`src/rtl/uart_tx_arbiter.sv`:
```
// Two-requester byte arbiter in front of a memory-mapped UART transmitter.
// Configures the UART after reset, then forwards one granted byte at a time to UDR.
module uart_tx_arbiter #(
    parameter int unsigned                  BUS_ADDR_DATA_LEN = 8,
    parameter logic [BUS_ADDR_DATA_LEN-1:0] UDR_ADDR          = 'hc1,
    parameter logic [BUS_ADDR_DATA_LEN-1:0] UCSRA_ADDR        = 'hc8,
    parameter logic [BUS_ADDR_DATA_LEN-1:0] UCSRB_ADDR        = 'hc9,
    parameter logic [BUS_ADDR_DATA_LEN-1:0] UCSRC_ADDR        = 'hca,
    parameter logic [BUS_ADDR_DATA_LEN-1:0] UBRRL_ADDR        = 'hcc,
    parameter logic [BUS_ADDR_DATA_LEN-1:0] UBRRH_ADDR        = 'hcd,
    parameter logic [11:0]                  UBRR_VALUE        = 12'd103,
    parameter logic [7:0]                   UCSRC_VALUE       = 8'h06
) (
    input  logic                         clk_i,
    input  logic                         rst_ni,
    input  logic                         req0_valid_i,
    input  logic [7:0]                   req0_data_i,
    output logic                         req0_ready_o,
    input  logic                         req1_valid_i,
    input  logic [7:0]                   req1_data_i,
    output logic                         req1_ready_o,
    output logic [BUS_ADDR_DATA_LEN-1:0] addr_o,
    output logic                         wr_o,
    output logic                         rd_o,
    output logic [7:0]                   bus_o,
    input  logic [7:0]                   bus_i,
    output logic                         init_done_o,
    output logic                         busy_o
);

    typedef enum logic [2:0] {
        INIT_H, INIT_L, INIT_C, INIT_B, IDLE, POLL, WRITE
    } state_t;

    state_t                         r_state, w_state_d;
    logic [BUS_ADDR_DATA_LEN-1:0]   r_addr, w_addr_d;
    logic                           r_wr, w_wr_d;
    logic                           r_rd, w_rd_d;
    logic [7:0]                     r_bus, w_bus_d;
    logic                           r_init_done;
    logic                           r_busy, w_busy_d;
    logic [7:0]                     r_hold, w_hold_d;
    logic                           r_last, w_last_d;
    logic                           w_gnt0, w_gnt1;

    always_comb begin
        w_state_d = r_state;
        w_hold_d  = r_hold;
        w_last_d  = r_last;
        w_gnt0    = 1'b0;
        w_gnt1    = 1'b0;
        unique case (r_state)
            // Reset clears the write strobe, so INIT_H dwells until its own write has gone out.
            INIT_H: if (r_wr) w_state_d = INIT_L;
            INIT_L: w_state_d = INIT_C;
            INIT_C: w_state_d = INIT_B;
            INIT_B: w_state_d = IDLE;
            IDLE: begin
                if (req0_valid_i && (!req1_valid_i || r_last)) begin
                    w_gnt0    = 1'b1;
                    w_hold_d  = req0_data_i;
                    w_last_d  = 1'b0;
                    w_state_d = POLL;
                end else if (req1_valid_i) begin
                    w_gnt1    = 1'b1;
                    w_hold_d  = req1_data_i;
                    w_last_d  = 1'b1;
                    w_state_d = POLL;
                end
            end
            POLL:    if (bus_i[5]) w_state_d = WRITE;
            WRITE:   w_state_d = IDLE;
            default: w_state_d = INIT_H;
        endcase
    end

    // Bus outputs are decoded from the next state so they line up with the state they belong to.
    always_comb begin
        w_wr_d   = 1'b0;
        w_rd_d   = 1'b0;
        w_addr_d = '0;
        w_bus_d  = 8'h00;
        w_busy_d = 1'b0;
        unique case (w_state_d)
            INIT_H: begin
                w_wr_d   = 1'b1;
                w_addr_d = UBRRH_ADDR;
                w_bus_d  = {4'h0, UBRR_VALUE[11:8]};
            end
            INIT_L: begin
                w_wr_d   = 1'b1;
                w_addr_d = UBRRL_ADDR;
                w_bus_d  = UBRR_VALUE[7:0];
            end
            INIT_C: begin
                w_wr_d   = 1'b1;
                w_addr_d = UCSRC_ADDR;
                w_bus_d  = UCSRC_VALUE;
            end
            INIT_B: begin
                w_wr_d   = 1'b1;
                w_addr_d = UCSRB_ADDR;
                w_bus_d  = 8'h08;
            end
            POLL: begin
                w_rd_d   = 1'b1;
                w_addr_d = UCSRA_ADDR;
                w_busy_d = 1'b1;
            end
            WRITE: begin
                w_wr_d   = 1'b1;
                w_addr_d = UDR_ADDR;
                w_bus_d  = r_hold;
                w_busy_d = 1'b1;
            end
            default: ;
        endcase
    end

    always_ff @(posedge clk_i or negedge rst_ni) begin
        if (!rst_ni) begin
            r_state     <= INIT_H;
            r_addr      <= '0;
            r_wr        <= 1'b0;
            r_rd        <= 1'b0;
            r_bus       <= 8'h00;
            r_init_done <= 1'b0;
            r_busy      <= 1'b0;
            r_hold      <= 8'h00;
            r_last      <= 1'b1;
        end else begin
            r_state     <= w_state_d;
            r_addr      <= w_addr_d;
            r_wr        <= w_wr_d;
            r_rd        <= w_rd_d;
            r_bus       <= w_bus_d;
            r_busy      <= w_busy_d;
            r_hold      <= w_hold_d;
            r_last      <= w_last_d;
            if (w_state_d == IDLE) r_init_done <= 1'b1;
        end
    end

    assign req0_ready_o = w_gnt0;
    assign req1_ready_o = w_gnt1;
    assign addr_o       = r_addr;
    assign wr_o         = r_wr;
    assign rd_o         = r_rd;
    assign bus_o        = r_bus;
    assign init_done_o  = r_init_done;
    assign busy_o       = r_busy;

endmodule

```
`config.mk`:
```
export PLATFORM = sky130hd
export DESIGN_NAME = uart_tx_arbiter
export DESIGN_NICKNAME = d
export VERILOG_FILES = /design/src/rtl/uart_tx_arbiter.sv
export SDC_FILE = /design/constraint.sdc
export NUM_CORES = 1
export LEC_CHECK = 0
export CAP_MARGIN = 20
export CORE_MARGIN = 2
export CORE_UTILIZATION = 43
export DETAILED_ROUTE_END_ITERATION = 6
export PLACE_DENSITY = 0.82
export SLEW_MARGIN = 20
export SYNTH_ARGS = -nofsm -noshare
export SYNTH_HDL_FRONTEND = slang
export SYNTH_SLANG_ARGS = --single-unit
export TNS_END_PERCENT = 20
```
`constraint.sdc`:
```
create_clock -name clk_i -period 1.85 [get_ports clk_i]
set_input_delay 0.37 -clock clk_i [delete_from_list [all_inputs] [get_ports clk_i]]
set_output_delay 0.37 -clock clk_i [all_outputs]
set_load 0.01 [all_outputs]
```
### Word level (Yosys, flattened, before mapping)

Cells that the tools add are included.

| storage, ports and cells | value |
|---|---|
| flip-flop bits (word level) | 32 |
| bits of input ports | 28 |

| cells by class | value |
|---|---|
| equality and inequality tests | 12 |
| muxes and demuxes | 19 |
| reductions and logical operators | 10 |

Operators with widths:

| cell | count |
|---|---|
| $pmux W8 S6 | 1 |
| $pmux W8 S4 | 1 |
| $eq A3 B3 Y1 const B | 6 |
| $pmux W3 S6 | 1 |
| $mux W8 | 2 |
| $eq A3 B2 Y1 const B | 4 |
| $mux W3 | 4 |
| $mux W1 | 10 |
| $eq A3 B1 Y1 const B | 2 |
| $logic_not A3 Y1 | 2 |
| $reduce_or A5 Y1 | 1 |
| $reduce_or A2 Y1 | 2 |
| $reduce_and A2 Y1 | 1 |
| $reduce_bool A2 Y1 | 1 |
| $logic_and A1 B1 Y1 | 1 |
| $logic_not A1 Y1 | 1 |
| $logic_or A1 B1 Y1 | 1 |

### Logic depth before layout (Yosys ltp)

| depth | value |
|---|---|
| depth in word-level cells | 8 |
| gate-level depth with buffers | 5 |
| depth with buffers taken out | 3 |

### Least setup slack after synthesis

OpenSTA, ideal clock, no wires.

| timing path | value |
|---|---|
| path kind | reg2out |
| start | register r_state[1] |
| end | output port req1_ready_o |
| arrival | 1.162 ns |
| data required time | 1.480 ns |
| path slack | 0.318 ns |
| stages on the path, launching flop included | 5 |
| path buffers | 2 |
| cell sequence | dfrtp_1 buf_2 nor3b_4 buf_6 and3_1 |

| on the way | value |
|---|---|
| longest elaborated chain between the ends | 2 |

Ends and longest elaborated chain:

| element | RTL line | text |
|---|---|---|
| start: declaration | 35 | `state_t r_state, w_state_d;` |
| start signal: assignment | 132 | `r_state <= w_state_d;` |
| $eq A3 B3 Y1 | 52 | `unique case (r_state)` |
| $mux W1 | 52 |  |
| end: declaration | 21 | `output logic req1_ready_o,` |

No other way between the ends.

### Worst setup path after layout

| timing path | value |
|---|---|
| start | register r_state[0] |
| end | output port req1_ready_o |

The elaborated chain is that of the path after synthesis.

==> results.md <==
- Status: complete, no violations
- Post-Syn Instances: 113
- Longest Clk Path Bufs: 2
- Worst path required time: 1.48 ns
- Row cnt: 20
- Core area: 0.002978 mm^2
- CTS tree: yes
- Via density: 5.325
- Syn-to-layout area delta: 42.87%
- Synth unique cells: 36
- Worst hold path type: input pin to asynchronous set/reset pin
- Drt total wl: 2762 um
- Critical path endpoint category: output pin
- Number of port buffers: 40
- Fmax: 0.5601 GHz
- Num ports: 50
- Area of the mapped netlist: 0.001308 mm^2
- Setup TNS: 0 ns
- DIE AREA: 0.003498 mm^2
- Finished Cell Area: 0.001868 mm^2
- HPWL Detailed: 2020 um
- Synth Area in Compound Gates: 0.1866
- CTS buffer count: 5
- Leak: 0.8006 nW
- Syn. warnings: 0
- RSZ-0062 raised after global routing: true
- Post-layout util: 0.6273
- Initial Util: 0.4391
- Grt ovf: 0
- FF+latch count, synth: 29
- Gr usage total: 0.1788
- Clk pin slew, worst setup/hold paths: 0.09 ns
- Worst VDD drop: 0.5564 mV
- Largest net degree at the start of global routing: 30
- WP data arrival: 1.42 ns
- Crit Path Max Fanout: 2
- Proportion of synthesized area in mux cells: 0
- Die height: 59.14 um
- H-tree depth: 2
- Residual DRC: 0
- Worst-Skew Late Latency: 0.33 ns
- XOR/XNOR Fraction of Synth Area: 0.006699
- DR iter-0 viols: 14
- Worst setup SP type: register
- N_diodes: 0
- # setup viols final: 0
- Initial antenna violation count: 0
- Post-synthesis sequential area ratio: 0.5560
- Worst R2R Setup Slack: 0.31 ns
- Global-route wire length before repair: 4416 um
- Max_cap viols: 0
- Routability congestion estimate: 0.7624
- Hold WS: 0.4158 ns
- CTS Sinks: 29
- Share of post-route cells with drive strength above 1: 0.1768
- Period utilisation layout: 0.9652
- Post-Synth Adder-Cell Area: 0
- Slew Viols, Final: 0
- Placed cell area: 0.001769 mm^2
- Worst-case clock skew: 0.003887 ns
- Final Total Pwr: 2.871 mW
- Final ANT Viol Nets: 0
- Final min period: 1.786 ns
- Crit Path Category: register to output pin
- Total number of vias: 1,049
- Simple-gate portion of the synthesized area: 0.1943
- Most frequent cells in the layout: 38 x clkdlybuf4s50_1, 28 x dfrtp_1, 12 x buf_4, 9 x nand2_1
- Avg WL per Cell: 14.02 um
- Mean Syn Cell Area: 11.57 um^2
- Main combinational cell family by area after synthesis: simple AND/OR/NAND/NOR gates
- P per Cell Area: 1537 mW/mm^2
- Fin. Hold Viols: 0
- Number of global-route vias before repair: 984
- Most common cell after layout, fill and taps aside: clkdlybuf4s50_1
- Root buffer cell: clkbuf_4
- Floorplan die width: 59.14 um
- Pre-antenna DRT Iters: 4
- Final #Nets: 191
## sequential cells by signal, indices dropped and copies added (netlist names)
name         flops
r_last           1
addr_o           5
rd_o             1
wr_o             1
bus_o            8
init_done_o      1
r_state          3
r_hold           8
busy_o           1
## layout make-up
cell class / count / area (um^2)
Sequential cell: 29 / 726.9
Clock buffer: 7 / 65.06
Tap cell: 33 / 41.29
Timing Repair Buffer: 52 / 491.7
Inverter: 3 / 11.26
Clock inverter: 1 / 5.005
Fill cell: 236 / 1110
Multi-Input combinational cell: 72 / 526.8
## cell families (layout without fill, tap and decap cells)
logic type                Yosys count  in the layout
and+or+nand+nor                    38             38
AOI/OAI and AO/OA                  31             31
buffers and inverters              13             63
other                               1              2
xor gates and xnor gates            1              1
DFF                                29             29
## per-stage QoR
step	cells	setup slack, ns
after global placement	187	-0.1635
final	197	0.06445
after floorplan	114	0.3175
after global routing	197	-0.005220
after CTS	197	0.04246
after detailed placement	187	-0.1774
## repair_timing
item                       4_1_cts  5_1_grt
setup endpoints to repair        2        2
cloned                           0        0
hold buffers                     0        0
pin swaps                        1        1
buffers inserted                 2        0
gates resized for setup          6        3
## layer usage
layer | wire length, um | global-route usage | share of wire | up-vias
met5 | 0 | 0 | 0 | -
met4 | 102 | 0.1104 | 0.037 | 0
met3 | 143 | 0.06550 | 0.052 | 10
met2 | 1376 | 0.2905 | 0.50 | 43
met1 | 1139 | 0.1983 | 0.41 | 492
li1 | - | - | - | 504
## worst max-delay path, cell delays in order, from the launching register on
cell and delay, ns:
dfrtp_1 0.41, nor3b_4 0.26, buf_4 0.16, and3_4 0.17
buf_6 0.09
## final timing paths
path | start | to | cells after the start
setup / recovery | r_state[0] | req1_ready_o | 4
hold / removal | rst_ni | addr_o[0] | 2
setup reg to reg | r_state[0] | r_hold[1] | 6
hold reg to reg | init_done_o | init_done_o | 1
max in group asynchronous | rst_ni | r_last | 2
min in group clk_i | init_done_o | init_done_o | 1
## cells in the mapped netlist (all sizes together)
cell type / number / area (um^2)
nand2: 9 / 33.78
nand4b: 8 / 70.07
and3b: 1 / 8.760
nor2b: 1 / 6.260
nor3b: 1 / 18.77
clkbuf: 4 / 15.01
a21oi: 6 / 30.03
nor3: 1 / 5.000
a31oi: 2 / 12.51
dfstp: 1 / 26.28
dfrtp: 28 / 700.7
inv: 3 / 11.26
a21bo: 2 / 20.02
o21bai: 1 / 7.510
nand2b: 4 / 25.02
and3: 4 / 25.02
or2b: 1 / 7.510
or3: 1 / 6.260
and2b: 1 / 7.510
o211ai: 1 / 7.510
buf: 6 / 43.79
xnor2: 1 / 8.760
a32o: 1 / 10.01
o21ai: 7 / 35.03
conb: 1 / 3.750
nand3: 2 / 22.52
o21a: 1 / 15.01
and2: 1 / 6.260
nor2: 3 / 11.26
a22o: 1 / 8.760
o221a: 8 / 90.09
a21boi: 1 / 7.510
## where the power goes
| part | switching (mW) | internal, mW | total [mW] |
|---|---|---|---|
| combinational | 0.630 | 0.762 | 1.39 |
| sequential | 0.137 | 0.909 | 1.05 |
| clock | 0.212 | 0.220 | 0.432 |
| total | 0.980 | 1.89 | 2.87 |
No activity file was read; power rests on OpenSTA's default activity.
